### src/rtl/param_sorter.sv
// param_sorter: streaming odd-even transposition sorter.
//   Loads up to DEPTH words over an input valid/ready stream, sorts them in place
//   (ascending or descending, signed or unsigned keys, stable), then drains them
//   over an output valid/ready stream.
// Ports:
//   clk, reset (synchronous, active-low)
//   in_valid/in_ready/in_data/in_last/descend : load stream, order sampled on first word
//   out_valid/out_ready/out_data/out_last     : drain stream, out_last on final word
//   busy  : high while sorting or draining
//   count : words held in the current batch
module param_sorter #(
  parameter int unsigned WIDTH  = 16,
  parameter int unsigned DEPTH  = 10,
  parameter int unsigned SIGNED = 0
) (
  input  logic                         clk,
  input  logic                         reset,
  input  logic                         in_valid,
  output logic                         in_ready,
  input  logic [WIDTH-1:0]             in_data,
  input  logic                         in_last,
  input  logic                         descend,
  output logic                         out_valid,
  input  logic                         out_ready,
  output logic [WIDTH-1:0]             out_data,
  output logic                         out_last,
  output logic                         busy,
  output logic [$clog2(DEPTH+1)-1:0]   count
);

  localparam int unsigned CW = $clog2(DEPTH + 1);

  typedef enum logic [1:0] {
    LOAD  = 2'd0,
    SORT  = 2'd1,
    DRAIN = 2'd2
  } state_e;

  state_e             state_q, state_d;
  logic [CW-1:0]      count_q, count_d;
  logic [CW-1:0]      phase_q, phase_d;
  logic [CW-1:0]      rd_q, rd_d;
  logic               ord_q, ord_d;
  logic               in_ready_q, in_ready_d;
  logic               busy_q, busy_d;
  logic               out_valid_q, out_valid_d;
  logic               out_last_q, out_last_d;
  logic [WIDTH-1:0]   out_data_q, out_data_d;
  logic [WIDTH-1:0]   slot_q [DEPTH];
  logic [WIDTH-1:0]   slot_d [DEPTH];

  logic [CW-1:0]      rd_sel;
  logic [WIDTH-1:0]   rd_word;

  // Strict greater-than under the configured signedness.
  function automatic logic gt(input logic [WIDTH-1:0] a, input logic [WIDTH-1:0] b);
    if (SIGNED != 0) gt = $signed(a) > $signed(b);
    else             gt = a > b;
  endfunction

  // Slot to present next: the current index when priming, the following one on a handshake.
  always_comb begin
    rd_sel  = out_valid_q ? (rd_q + CW'(1)) : rd_q;
    rd_word = '0;
    for (int i = 0; i < int'(DEPTH); i++) begin
      if (CW'(i) == rd_sel) rd_word = slot_q[i];
    end
  end

  // State and control registers.
  always_ff @(posedge clk) begin
    if (!reset) begin
      state_q     <= LOAD;
      count_q     <= '0;
      phase_q     <= '0;
      rd_q        <= '0;
      ord_q       <= 1'b0;
      in_ready_q  <= 1'b0;
      busy_q      <= 1'b0;
      out_valid_q <= 1'b0;
      out_last_q  <= 1'b0;
      out_data_q  <= '0;
    end else begin
      state_q     <= state_d;
      count_q     <= count_d;
      phase_q     <= phase_d;
      rd_q        <= rd_d;
      ord_q       <= ord_d;
      in_ready_q  <= in_ready_d;
      busy_q      <= busy_d;
      out_valid_q <= out_valid_d;
      out_last_q  <= out_last_d;
      out_data_q  <= out_data_d;
    end
  end

  // Storage holds no reset value; a new batch always overwrites what it reads.
  always_ff @(posedge clk) begin
    for (int i = 0; i < int'(DEPTH); i++) slot_q[i] <= slot_d[i];
  end

  // Next-state, datapath and output logic.
  always_comb begin
    state_d     = state_q;
    count_d     = count_q;
    phase_d     = phase_q;
    rd_d        = rd_q;
    ord_d       = ord_q;
    out_valid_d = out_valid_q;
    out_last_d  = out_last_q;
    out_data_d  = out_data_q;
    for (int i = 0; i < int'(DEPTH); i++) slot_d[i] = slot_q[i];

    unique case (state_q)
      LOAD: begin
        if (in_valid && in_ready_q) begin
          for (int i = 0; i < int'(DEPTH); i++) begin
            if (CW'(i) == count_q) slot_d[i] = in_data;
          end
          count_d = count_q + CW'(1);
          if (count_q == '0) ord_d = descend;
          if (count_d == CW'(DEPTH) || in_last) begin
            state_d = SORT;
            phase_d = '0;
          end
        end
      end

      SORT: begin
        // Active pairs in one phase never overlap, so each slot is written at most once.
        for (int i = 0; i < int'(DEPTH) - 1; i++) begin
          if ((i % 2) == int'(phase_q[0]) && (i + 1) < int'(count_q)) begin
            if (ord_q ? gt(slot_q[i+1], slot_q[i]) : gt(slot_q[i], slot_q[i+1])) begin
              slot_d[i]   = slot_q[i+1];
              slot_d[i+1] = slot_q[i];
            end
          end
        end
        phase_d = phase_q + CW'(1);
        if (phase_q == count_q - CW'(1)) begin
          state_d = DRAIN;
          rd_d    = '0;
        end
      end

      DRAIN: begin
        if (!out_valid_q) begin
          // First cycle of the drain primes the output register with slot 0.
          out_valid_d = 1'b1;
          out_data_d  = rd_word;
          out_last_d  = (rd_sel == count_q - CW'(1));
        end else if (out_ready) begin
          if (out_last_q) begin
            out_valid_d = 1'b0;
            out_last_d  = 1'b0;
            count_d     = '0;
            state_d     = LOAD;
          end else begin
            rd_d       = rd_sel;
            out_data_d = rd_word;
            out_last_d = (rd_sel == count_q - CW'(1));
          end
        end
      end

      default: state_d = LOAD;
    endcase
  end

  assign in_ready_d = (state_d == LOAD);
  assign busy_d     = (state_d != LOAD);

  assign in_ready  = in_ready_q;
  assign busy      = busy_q;
  assign out_valid = out_valid_q;
  assign out_last  = out_last_q;
  assign out_data  = out_data_q;
  assign count     = count_q;

endmodule
### config.mk
export PLATFORM = sky130hd
export DESIGN_NAME = param_sorter
export DESIGN_NICKNAME = d
export VERILOG_FILES = /design/src/rtl/param_sorter.sv
export SDC_FILE = /design/constraint.sdc
export NUM_CORES = 1
export LEC_CHECK = 0
export BUFFER_PORTS_ARGS = -buffer_cell sky130_fd_sc_hd__buf_2
export CAP_MARGIN = 20
export CORE_UTILIZATION = 50
export DETAILED_ROUTE_END_ITERATION = 8
export GPL_TIMING_DRIVEN = 0
export PLACE_DENSITY_LB_ADDON = 0.2
export SYNTH_ARGS = -nofsm -noshare
export SYNTH_HDL_FRONTEND = slang
export SYNTH_SLANG_ARGS = --single-unit
### constraint.sdc
create_clock -name clk -period 4.1 [get_ports clk]
set_input_delay 0.205 -clock clk [delete_from_list [all_inputs] [get_ports clk]]
set_output_delay 0.205 -clock clk [all_outputs]
set_load 0.05 [all_outputs]
==> results.sh, run 1 <==
export IMPL_synth_xor_area_share_pct=0.9880
export IMPL_slew_viol_final=0
export IMPL_drc=0
export IMPL_setup_worst_path_class="reg2reg"
export IMPL_synth_top_family_by_area="compound AO/OA/AOI/OAI gates"
export IMPL_min_path_cells=3
export IMPL_ys_ff_latch=195
export IMPL_fmax_mhz=254.3
export IMPL_period_share_pct=95.92
export IMPL_tns_ns=0
export IMPL_cp_slowest_cell="nor3_2"
export IMPL_grt_pass1_vias=13380
export IMPL_dr_pass1_iters=7
export IMPL_nFillCells=2742
export IMPL_hpwl_um=43080
export IMPL_p_total_mw=4.878
export IMPL_cts_sinks=195
export IMPL_start_kind="register"
export IMPL_cts_resized=0
export IMPL_drv_cap=0
export IMPL_core_um2=29640
export IMPL_async_flop_share_pct=0
export IMPL_cp_required_ns=4.26
export IMPL_finish_net_count=1917
export IMPL_ys_flop_type="edfxtp_1"
export IMPL_area_growth_pct=9.914
export IMPL_min_from="descend"
export IMPL_place_worst_setup_slack_ns=0.09026
export IMPL_max_stage_delay_ns=0.73
export IMPL_fin_crit_ns=3.933
export IMPL_num_antenna_cells=0
export IMPL_utilization_pct=55.88
export IMPL_fin_ws_ns=0.1671
export IMPL_ys_types=69
export IMPL_regToRegStartpoint="count[0]"
export IMPL_synth_area_leaders="edfxtp_1 32%, ha_1 12%, a21oi_1 4.7%, mux2i_1 4.7%, dfxtp_1 4.6%"
export IMPL_hold_violations=0
export IMPL_routedWlPerCell_um=24.87
export IMPL_clk_pin_slew_ns=0.08
export IMPL_synthCells=1675
export IMPL_finalWeightedCongestion=0.9929
export IMPL_synthAdderAreaFrac_pct=12.45
export IMPL_muxShareOfSynthArea_pct=5.090
export IMPL_power_density_nw_per_um2=294.5
export IMPL_crit_arrival_ns=4.09
export IMPL_ant_nets=0
export IMPL_rsz0062_at_grt="no"
export IMPL_status="complete, no violations"
export IMPL_crit_fanout=14
export IMPL_h_tree_depth=4
export IMPL_max_slew_worst_pin_slew_ns=0.9632
export IMPL_clock_latency_ns=0.47
export IMPL_path_buf_inv=4
export IMPL_ys_warn_count=0
export IMPL_yosysTopAreaCell="edfxtp_1"
export IMPL_synth_top_area_share_pct=31.88
export IMPL_die_y_um=175.6
export IMPL_gr_total_overflow=0
export IMPL_r2r_cells=10
export IMPL_io_pins=46
export IMPL_antenna_found_initial=1
export IMPL_synth_edf_count=160
export IMPL_leakage_nw=6.966
export IMPL_finalSetupViolations=0
export IMPL_wirelength_um=53410
export IMPL_core_rowCount=63
export IMPL_initial_core_util_pct=50.84
export IMPL_cts_setup_buffers=0
export IMPL_ir_drop_mv=0.2718
export IMPL_syn_num_nets=1847
export IMPL_layout_drive_gt1_share_pct=7.452
export IMPL_cts_buffers=17
export IMPL_grt_start_max_net_pins=19
export IMPL_r2r_end="slot_q[0][13]"
export IMPL_die_x_um=175.6
export IMPL_cts_tree="yes"
export IMPL_synth_avg_cell_area_um2=8.997
export IMPL_drt_iter0_drc=1724
export IMPL_slew_headroom_pct=35.78
export IMPL_critPathCaptureType="register"
export IMPL_clockBufferDepth=2
export IMPL_worstPathCellList="clkbuf_1 -> inv_1 -> ha_1 -> or2_2 -> a21oi_1 -> clkinv_1 -> nor3_2 -> a31oi_1 -> nor2_2 -> buf_8"
export IMPL_synth_compound_area_share_pct=25.49
export IMPL_num_vias=14100
export IMPL_post_drt_via_cell_ratio=6.563
export IMPL_grt_pass1_wl_um=80760
export IMPL_cts_hold_buffers=0
export IMPL_hold_ws_ns=0.01930
export IMPL_dieArea_um2=30840
export IMPL_hp_class="in2reg"
export IMPL_hold_end="ord_q"
export IMPL_ff2ff_setup_slack_ns=0.17
export IMPL_cts_root_buffer="clkbuf_16"
export IMPL_ys_seq_area_share_pct=36.53
export IMPL_grt_usage_pct=35.13
export IMPL_skew_ns=0.01530
export IMPL_syn_area_um2=15070
export IMPL_synth_simple_area_share_pct=12.59
export IMPL_io_buffers=44
export IMPL_crit_family="simple AND/OR/NAND/NOR gates"
## worst register-to-register path, delay by kind of cell (launching register included)
kind | cells | cell delay, ns
adders and majority gates | 1 | 0.31
and+or+nand+nor | 3 | 1.38
AOI/OAI and AO/OA | 2 | 0.44
DFF | 1 | 0.39
buffers and inverters | 4 | 1.10
## worst max path at each step
stage,from,cells past startpoint,slack (ns),endpoint
floorplan,count[0],9,0.59,slot_q[0][0]
global placement,count[0],9,-0.55,slot_q[0][11]
detailed placement,slot_q[2][11],11,0.09,slot_q[1][15]
CTS,slot_q[2][11],11,0.09,slot_q[1][15]
global route,count[0],10,0.05,slot_q[0][9]
finish,count[0],10,0.17,slot_q[0][13]
## placed cells by master, fill, tap and decap left out, types with 11 or more instances in the layout
cell       count
a211oi_1      13
ha_1         150
a21o_1        14
o21ai_1       66
a221o_1       49
o211ai_1      15
a21oi_1      137
o221ai_1      35
nand2b_1      12
nor3_1        40
clkbuf_16     17
clkbuf_1      67
a221oi_1      13
xnor2_1       11
mux2i_1       70
and2_1        27
dfxtp_1       35
o31ai_1       17
edfxtp_1     160
buf_2         61
o21a_1        15
o21ai_0      106
nand3_1       22
nor2b_1       18
nand2_1      128
a222oi_1      16
inv_1        169
nor2_1        83
nand4_1       24
a31oi_1       11
a22oi_1       22
## flip-flops by register name, summed over array words and instances, names as in the netlist
| name | flops |
|---|---|
| count | 4 |
| ord_q | 1 |
| slot_q | 160 |
| busy | 1 |
| out_valid | 1 |
| in_ready | 1 |
| state_q | 2 |
| out_last | 1 |
| out_data | 16 |
| rd_q | 4 |
| phase_q | 4 |
## synth_stat cells (all sizes together), types with 6 or more instances
cell,count
ha,150
dfxtp,35
and2,28
or2,8
a22o,7
a221o,49
edfxtp,160
nand4,24
o21ai,173
xnor2,11
nand3,22
inv,169
nor2,88
a22oi,22
nor3,41
a21o,14
clkbuf,68
a31oi,11
o31ai,17
o22ai,8
o21a,15
nor2b,18
a222oi,16
a21oi,142
a211oi,13
o221ai,35
mux2i,73
buf,25
nand2b,12
xor2,6
a221oi,13
nand2,128
and3,7
and4,6
o211ai,15
## through the flow
stage	std cells	cell area (µm²)
3_5_place_dp	2115	15900
4_1_cts	2147	16540
6_report	2148	16560
5_1_grt	2148	16560
3_3_place_gp	2109	15780
2_1_floorplan	1675	15070
## area by class of cell
class,count,area [µm²],area share [%]
Inverter,170,638.1,3.853
Multi-Input combinational cell,1217,8578,51.79
Tap cell,390,488.0,2.946
Clock inverter,15,216.5,1.307
Buffer,93,396.6,2.395
Sequential cell,195,5505,33.24
Clock buffer,17,425.4,2.568
Timing Repair Buffer,51,315.3,1.904
## cell families after synthesis
group,after synthesis
AOI/OAI and AO/OA,581
xor gates and xnor gates,17
DFF,195
and+or+nand+nor,395
muxes,74
buffers and inverters,263
adders and majority gates,150
## per-layer routing
layer	routed length [µm]	global-route usage (%)
met5	13	0
met4	1446	12.32
met3	4892	5.519
met2	24420	55.62
met1	22640	48.56
## power by group
| part | leakage (nW) | switching [mW] | internal [mW] | total, mW |
|---|---|---|---|---|
| registers | 1.74 | 0.0774 | 2.22 | 2.30 |
| logic | 4.91 | 0.434 | 0.234 | 0.668 |
| clock network | 0.313 | 0.870 | 1.04 | 1.91 |
| total | 6.97 | 1.38 | 3.50 | 4.88 |
(Power assumes the default switching activity.)
==> run 2, diff against run 1 <==
--- a/config.mk
+++ b/config.mk
@@ -7,7 +7,7 @@
 export LEC_CHECK = 0
 export BUFFER_PORTS_ARGS = -buffer_cell sky130_fd_sc_hd__buf_2
 export CAP_MARGIN = 20
-export CORE_UTILIZATION = 50
+export CORE_UTILIZATION = 64
 export DETAILED_ROUTE_END_ITERATION = 8
 export GPL_TIMING_DRIVEN = 0
 export PLACE_DENSITY_LB_ADDON = 0.2
==> constraint.sdc (replaced) <==
create_clock -name clk -period 4.45 [get_ports clk]
set_input_delay 0.2225 -clock clk [delete_from_list [all_inputs] [get_ports clk]]
set_output_delay 0.2225 -clock clk [all_outputs]
set_load 0.05 [all_outputs]
==> results.sh, run 2 (same netlist as run 1, synthesis figures left out) <==
export IMPL_status="finished, violations left"
export IMPL_violations="DRC"
export IMPL_grt_start_max_net_pins=20
export IMPL_cts_root_buffer="clkbuf_16"
export IMPL_r2r_cells=11
export IMPL_die_x_um=155.4
export IMPL_routedWlPerCell_um=25.10
export IMPL_clockBufferDepth=2
export IMPL_hold_ws_ns=0.04844
export IMPL_power_switching_mw=1.275
export IMPL_fin_crit_ns=4.144
export IMPL_utilization_pct=71.51
export IMPL_num_vias=14420
export IMPL_gr_total_overflow=0
export IMPL_min_path_cells=3
export IMPL_p_comb_share_pct=14.3
export IMPL_post_drt_via_cell_ratio=6.964
export IMPL_cts_sinks=195
export IMPL_critPathCaptureType="register"
export IMPL_crit_arrival_ns=4.34
export IMPL_cts_hold_buffers=0
export IMPL_num_antenna_cells=0
export IMPL_grt_pass1_wl_um=78270
export IMPL_max_slew_worst_pin_slew_ns=1.030
export IMPL_clk_pin_slew_ns=0.08
export IMPL_cts_setup_buffers=0
export IMPL_instances_no_fill=2070
export IMPL_gr_usage_met1_pct=57.33
export IMPL_drc=3
export IMPL_dr_pass1_iters=9
export IMPL_clock_latency_ns=0.47
export IMPL_top_register="slot_q"
export IMPL_initial_core_util_pct=65.96
export IMPL_fmax_mhz=241.3
export IMPL_core_rowCount=55
export IMPL_dp_cells=2038
export IMPL_leakage_nw=6.911
export IMPL_ir_drop_mv=0.2607
export IMPL_wirelength_um=51960
export IMPL_hpwl_um=41930
export IMPL_rsz0062_at_grt="no"
export IMPL_cts_tree="yes"
export IMPL_finalSetupViolations=0
export IMPL_power_frac_seq_pct=49.6
export IMPL_power_density_nw_per_um2=261.5
export IMPL_slew_viol_final=0
export IMPL_io_buffers=44
export IMPL_busiest_layer="met2"
export IMPL_dieArea_um2=24160
export IMPL_ant_nets=0
export IMPL_period_share_pct=93.13
export IMPL_crit_fanout=10
export IMPL_layout_drive_gt1_share_pct=7.057
export IMPL_core_um2=22850
export IMPL_finalWeightedCongestion=1.019
export IMPL_setup_worst_path_class="reg2reg"
export IMPL_area_growth_pct=8.411
export IMPL_finish_net_count=1916
export IMPL_cp_required_ns=4.64
export IMPL_antenna_found_initial=1
export IMPL_cts_buffers=17
export IMPL_power_switching_share_pct=29.85
export IMPL_drt_iter0_drc=2101
export IMPL_io_pins=46
export IMPL_start_kind="register"
export IMPL_layout_commonest_cell="inv_1"
export IMPL_h_tree_depth=4
export IMPL_cts_resized=0
export IMPL_skew_ns=0.02621
export IMPL_grt_use_met3_pct=10.70
export IMPL_drv_cap=0
export IMPL_slew_headroom_pct=30.80
export IMPL_pwr_share_clk_pct=36.2
export IMPL_mostFrequentLayoutCells="169 x inv_1, 160 x edfxtp_1, 150 x ha_1"
export IMPL_grt_pass1_vias=13610
export IMPL_die_y_um=155.4
export IMPL_use_met2_pct=69.36
export IMPL_hp_class="in2reg"
export IMPL_grt_usage_pct=43.72
export IMPL_hold_violations=0
export IMPL_largest_reg_flops=160
export IMPL_intPower_mw=2.997
==> run 2: layer usage <==
metal / share of wire (%) / vias up
met5: 0.021 / -
met4: 4.1 / 2
met3: 13 / 162
met2: 45 / 1038
met1: 38 / 6749
li1: - / 6465
==> run 2: metrics by stage <==
step           setup WS [ns]  power [mW]  TNS, ns  area [µm²]
2_1_floorplan         0.9446       2.513        0       15070
3_3_place_gp         -0.2257       2.706   -3.574       15680
3_5_place_dp          0.4488       2.737        0       15790
4_1_cts               0.4345       4.213        0       16340
5_1_grt              0.02233       4.366        0       16340
6_report              0.3057       4.272        0       16340
==> run 2: layout make-up <==
cell class	count	area [µm²]
clock buffers	18	429.2
plain buffers	93	395.4
inverters	170	638.1
clock inverters	14	118.9
repair buffers	50	302.8
flip-flops and latches	195	5505
well taps	313	391.6
fillers	1850	6510
multi-input cells	1217	8556
==> run 2: power by group through the flow <==
stage	logic, mW	registers [mW]	clock network (mW)
floorplan	0.379	2.13	0
global placement	0.551	2.15	0
detailed placement	0.582	2.16	0
CTS	0.586	2.11	1.51
global route	0.654	2.12	1.59
finish	0.609	2.12	1.54
==> run 2: critical path, stage by stage, from the launching register on <==
cell and delay, ns:
edfxtp_1 0.52, inv_1 0.08, ha_1 0.31, and3_1 0.22, a221oi_1 0.38, o21ai_0 0.15, o32ai_1 0.55, mux2i_1 0.74
clkbuf_1 0.52, o31ai_1 0.15, a21oi_1 0.17, o21ai_1 0.09
==> run 2: path summary, 6_finish.rpt <==
check | startpoint | to | slack (ns)
worst max-delay path | slot_q[2][12] | slot_q[1][15] | 0.31
worst min-delay path | descend | ord_q | 0.05
worst min register to register | phase_q[3] | phase_q[3] | 0.54
worst max register to register | slot_q[2][12] | slot_q[1][15] | 0.31
